## config.mk

```make
export PLATFORM = sky130hd
export DESIGN_NAME = uart_rx_frame_assembler
export DESIGN_NICKNAME = d
export VERILOG_FILES = /design/src/rtl/uart_rx_frame_assembler.sv
export SDC_FILE = /design/constraint.sdc
export NUM_CORES = 1
export LEC_CHECK = 0
export CORE_MARGIN = 1.5
export CORE_UTILIZATION = 35
export CTS_BUF_LIST = sky130_fd_sc_hd__clkbuf_8 sky130_fd_sc_hd__clkbuf_16
export CTS_CLUSTER_DIAMETER = 80
export DETAILED_ROUTE_END_ITERATION = 7
export GPL_TIMING_DRIVEN = 0
export MAX_ROUTING_LAYER = met4
export SLEW_MARGIN = 20
export SYNTH_ARGS = -nofsm -noshare
export SYNTH_HDL_FRONTEND = slang
export SYNTH_SLANG_ARGS = --single-unit
```

## constraint.sdc

```tcl
create_clock -name baud_clk -period 2.9 [get_ports baud_clk]
set_clock_uncertainty 0.1 [all_clocks]
set_input_delay 0.58 -clock baud_clk [delete_from_list [all_inputs] [get_ports baud_clk]]
set_output_delay 0.58 -clock baud_clk [all_outputs]
set_load 0.05 [all_outputs]
```

## src/rtl/uart_rx_frame_assembler.sv

```systemverilog
// UART receive frame assembler: collects start/data/parity/stop samples on shift
// strobes, checks parity and framing, and holds the word behind a valid/ready handshake.
module uart_rx_frame_assembler #(
  parameter int unsigned DATA_BITS  = 8,
  parameter int unsigned PARITY_EN  = 1,
  parameter int unsigned PARITY_ODD = 0
) (
  input  logic                 baud_clk,
  input  logic                 rst_n,
  input  logic                 data_tx,
  input  logic                 shift,
  input  logic                 ovr_clr,
  input  logic                 rx_ready,
  output logic [DATA_BITS-1:0] rx_data,
  output logic                 rx_valid,
  output logic                 parity_err,
  output logic                 frame_err,
  output logic                 overrun,
  output logic                 busy
);

  localparam int unsigned      CNT_W    = $clog2(DATA_BITS + 1);
  localparam logic [CNT_W-1:0] LAST_BIT = CNT_W'(DATA_BITS - 1);
  localparam logic             PAR_EN   = (PARITY_EN != 0);
  localparam logic             PAR_ODD  = (PARITY_ODD != 0);

  typedef enum logic [1:0] {
    IDLE,
    DATA,
    PARITY,
    STOP
  } state_t;

  state_t               state_q, state_d;
  logic [CNT_W-1:0]     cnt_q, cnt_d;
  logic [DATA_BITS-1:0] shreg_q, shreg_d;
  logic                 start_bad_q, start_bad_d;
  logic                 par_bad_q, par_bad_d;
  logic                 frame_done;
  logic                 hold_free;

  logic [DATA_BITS-1:0] rx_data_d;
  logic                 rx_valid_d, parity_err_d, frame_err_d, overrun_d, busy_d;

  // Frame sequencing plus hold-register / overrun next-state
  always_comb begin
    state_d      = state_q;
    cnt_d        = cnt_q;
    shreg_d      = shreg_q;
    start_bad_d  = start_bad_q;
    par_bad_d    = par_bad_q;
    frame_done   = 1'b0;
    rx_data_d    = rx_data;
    rx_valid_d   = rx_valid;
    parity_err_d = parity_err;
    frame_err_d  = frame_err;
    overrun_d    = overrun;

    if (shift) begin
      unique case (state_q)
        IDLE: begin
          start_bad_d = data_tx;
          par_bad_d   = 1'b0;
          cnt_d       = '0;
          state_d     = DATA;
        end
        DATA: begin
          shreg_d = {data_tx, shreg_q[DATA_BITS-1:1]};
          cnt_d   = cnt_q + CNT_W'(1);
          if (cnt_q == LAST_BIT) state_d = PAR_EN ? PARITY : STOP;
        end
        PARITY: begin
          par_bad_d = (^shreg_q) ^ data_tx ^ PAR_ODD;
          state_d   = STOP;
        end
        STOP: begin
          frame_done = 1'b1;
          state_d    = IDLE;
        end
        default: state_d = IDLE;
      endcase
    end

    hold_free = !rx_valid || rx_ready;

    if (rx_valid && rx_ready) rx_valid_d = 1'b0;

    // Stop bit sampled now feeds frame_err directly, no need to store it
    if (frame_done && hold_free) begin
      rx_data_d    = shreg_q;
      parity_err_d = PAR_EN & par_bad_q;
      frame_err_d  = start_bad_q | ~data_tx;
      rx_valid_d   = 1'b1;
    end

    if (ovr_clr) overrun_d = 1'b0;
    if (frame_done && !hold_free) overrun_d = 1'b1;

    busy_d = (state_d != IDLE);
  end

  always_ff @(posedge baud_clk or negedge rst_n) begin
    if (!rst_n) begin
      state_q     <= IDLE;
      cnt_q       <= '0;
      shreg_q     <= '0;
      start_bad_q <= 1'b0;
      par_bad_q   <= 1'b0;
      rx_data     <= '0;
      rx_valid    <= 1'b0;
      parity_err  <= 1'b0;
      frame_err   <= 1'b0;
      overrun     <= 1'b0;
      busy        <= 1'b0;
    end else begin
      state_q     <= state_d;
      cnt_q       <= cnt_d;
      shreg_q     <= shreg_d;
      start_bad_q <= start_bad_d;
      par_bad_q   <= par_bad_d;
      rx_data     <= rx_data_d;
      rx_valid    <= rx_valid_d;
      parity_err  <= parity_err_d;
      frame_err   <= frame_err_d;
      overrun     <= overrun_d;
      busy        <= busy_d;
    end
  end

endmodule

```

==> flow_summary_export.csv, run 1 <==
group,metric,value,unit
run_status,status,"finished, final reports clean",
timing,slew_violations,0,
route,vias,761,
synth,synth_largest_area_cell,"dfrtp_1",
critical_path,critPathMaxFanout,2,
clock_network,path_clk_slew,0.06,ns
power_and_ir_drop,peakVddDrop,0.000518,V
global_routing,busiest_layer,"met2",
critical_path,crit_path_cell_trace,"clkdlybuf4s50_1",
floorplan,fp.dieH,62.3,µm
timing,fin_setup_tns,0,ns
route,drc,0,
route,routed_wl,1.96,mm
worst_hold_path,hold_path.class,"primary input to asynchronous set/reset pin",
route,viasPerCell,4.56,
synth,syn_avg_cell_area,12.8,µm²
power_and_ir_drop,power.leakage,0.000683,µW
global_routing,grt_first_pass_wirelength,3.55,mm
floorplan,core,3360,µm²
synth,synth_cell_types,26,
critical_path,worstSetupPathType,"flip-flop to primary output",
finish,layout.nets,128,
floorplan,die-area,3880,µm²
timing,max_slew.worst_pin.slew,0.630,ns
clock_network,numCtsBuffers,5,
critical_path,crit_path_end_kind,"primary output",
finish,seqCellArea,726,µm²
critical_path,cp_num_buf_inv,1,
global_routing,grt_max_degree,30,
job,maxCapViolCount,0,
clock_network,post_cts_resized,0,
global_routing,antenna_found_initial,0,
critical_path,worstPathArrival,1.43,ns
finish,multi_input_area,482,µm²
floorplan,start_util,0.366,
timing,fmax,0.475,GHz
route,wl_per_cell,11.7,µm
timing,min_period,2.11,ns
critical_path,cp_data_required_time,2.22,ns
clock_network,insertion_delay,0.27,ns
finish,antenna_cells,0,
place,hpwlAfterDp,1.36,mm
synth,yosys.area.top_type_share,0.589,
finish,drive_gt1_frac,0.231,
clock_network,htree_num_levels,2,
synth,synth_area_leaders,"dfrtp_1 (59%), mux2_2 (16%), nand2_1 (3.0%)",
timing,layout_setup_ws,0.795,ns
finish,fin_util,0.461,
synth,synth-seq-cells,29,
floorplan,die_w,62.3,µm
finish,area_delta_synth_final,25.9,%
clock_network,cts.sinks,29,
timing,slew_headroom,0.580,
global_routing,grt_pass1_vias,794,
synth,synth_cells,96,
synth,synth_ff_type,"dfrtp_1",
power_and_ir_drop,p_clk_frac,0.177,
route,drt_first_pass_iters,3,
clock_network,cts_hold_buf,0,
critical_path,cp_top_family,"buffers and inverters",
global_routing,use_met1,0.148,
route,drtAntennaViolNets,0,
clock_network,post-cts-setup-buffers,0,
synth,synth.most_common_cell,"dfrtp_1",
clock_network,cts_tree,"done",
power_and_ir_drop,intPower,1130,µW
synth,ys_warn_count,0,
clock_network,clock_path_buffers,2,
critical_path,critPathMaxStageDelay,0.80,ns
power_and_ir_drop,switchingPower,671,µW
power_and_ir_drop,power_density,1160,nW/µm²
floorplan,rows,21,
timing,setup_viol,0,
route,drt-initial-drc-count,21,
place,port_buffers,18,
critical_path,critPathLaunchType,"flip-flop",
floorplan,pin_count,19,
synth,yosys-top-cells-count,"dfrtp_1 (29), mux2_2 (17), nand2_1 (10), o21ai_0 (5)",
timing,fin_hold_ws,0.223,ns
synth,syn_area,1230,µm²
timing,finalHoldViolations,0,
global_routing,use_met2,0.181,
place,preCtsSetupSlack,0.536,ns
power_and_ir_drop,p_seq_frac,0.377,
finish,instances_no_fill,167,
synth,ys_async_sr_fraction,1.00,
synth,synth_seq_area_share,0.589,
place,gp_congestion,0.784,
global_routing,grt_use_met3,0.0399,
timing,rsz0062_at_grt,"no",
global_routing,grt_overflow,0,
power_and_ir_drop,pwr-share-comb,0.446,
finish,fill_cells,349,
place,dp_cells,160,
power_and_ir_drop,switching_share,0.373,
clock_network,clock_tree.root_cell,"clkbuf_8",
global_routing,grt_usage,0.123,
critical_path,critPathSlowestCell,"clkdlybuf4s50_1",
timing,period_share,0.726,
synth,synth_edf_count,0,
synth,synth_fp_nets,103,
[layout by cell type (no fill, tap or decap)]
master,count
buf_2,2
nor2b_1,2
nand3b_1,1
o22ai_1,1
nor3b_1,1
nand3_2,1
mux2_2,17
a22o_1,1
nand3_1,2
nor2_1,4
dfrtp_1,29
xnor2_1,4
o21ai_0,5
xnor3_1,1
a21boi_0,1
inv_1,4
nand2_1,10
a21o_1,1
a21oi_1,1
nand2b_1,3
a31oi_1,1
clkbuf_8,6
ha_1,1
buf_4,1
o31ai_2,1
nor3_1,1
xor2_1,2
clkdlybuf4s50_1,17
[power groups by stage]
stage / clock (µW) / sequential (µW) / combinational (µW)
floorplan: 0 / 873 / 404
global placement: 0 / 676 / 800
detailed placement: 0 / 686 / 807
CTS: 333 / 679 / 811
global route: 353 / 706 / 857
finish: 318 / 677 / 801
[metrics by stage]
stage | power (µW) | instance area [µm²]
2_1_floorplan | 1280 | 1230
3_3_place_gp | 1480 | 1470
3_5_place_dp | 1490 | 1460
4_1_cts | 1820 | 1550
5_1_grt | 1920 | 1550
6_report | 1800 | 1550
[area by class of cell]
type                       instances  share of cell area
buffer                             2             0.00807
clock buffer                       6              0.0533
clock inverter                     1             0.00242
inverter                           3             0.00726
multi-input combinational         62               0.311
sequential                        29               0.468
tap                               46              0.0371
timing repair buffer              18               0.113
[flip-flops by register name, summed over array words and instances, names as in the netlist]
register,cells
busy,1
cnt_q,4
frame_err,1
overrun,1
par_bad_q,1
parity_err,1
rx_data,8
rx_valid,1
shreg_q,8
start_bad_q,1
state_q,2
[logic make-up (layout without fill, tap and decap cells)]
kind of cell / count (synthesis) / in the layout / synth area share
AOI/OAI and AO/OA: 12 / 12 / 0.0640
buffers and inverters: 5 / 30 / 0.0193
xor gates and xnor gates: 7 / 7 / 0.0610
and+or+nand+nor: 25 / 25 / 0.101
DFF: 29 / 29 / 0.589
adders and majority gates: 1 / 1 / 0.0102
muxes: 17 / 17 / 0.155
[path summary, 6_finish.rpt]
path	cells after the start	to	startpoint	slack, ns
hold reg to reg	2	par_bad_q	par_bad_q	0.39
max in group asynchronous	1	shreg_q[6]	rst_n	2.06
hold / removal	1	rx_data[1]	rst_n	0.22
setup / recovery	1	rx_data[6]	rx_data[6]	0.79
setup reg to reg	5	rx_data[2]	state_q[0]	1.27
min in group baud_clk	2	par_bad_q	par_bad_q	0.39
[routing by layer]
| layer | wire, µm | up-vias |
|---|---|---|
| met2 | 888 | 14 |
| met1 | 934 | 362 |
| met5 | 0 | - |
| li1 | - | 379 |
| met3 | 78 | 6 |
| met4 | 55 | 0 |
Power figures use the tool's default switching activity.
==> run 2: changes to the inputs <==
==> constraint.sdc (replaced) <==
create_clock -name baud_clk -period 2 [get_ports baud_clk]
set_clock_uncertainty 0.1 [all_clocks]
set_input_delay 0.4 -clock baud_clk [delete_from_list [all_inputs] [get_ports baud_clk]]
set_output_delay 0.4 -clock baud_clk [all_outputs]
set_load 0.05 [all_outputs]
==> results of run 2 <==
Same layout as run 1 (identical final DEF). Status: finished, final reports clean.
Among the figures that moved: setup slack after placement 0.536 ns -> -0.184 ns; setup slack after layout 0.795 ns -> 0.0745 ns; hold slack 0.223 ns -> 0.0430 ns; register-to-register setup slack 1.27 ns -> 0.37 ns; total power 1800 µW -> 2600 µW; worst IR drop on VDD 0.000518 V -> 0.000751 V
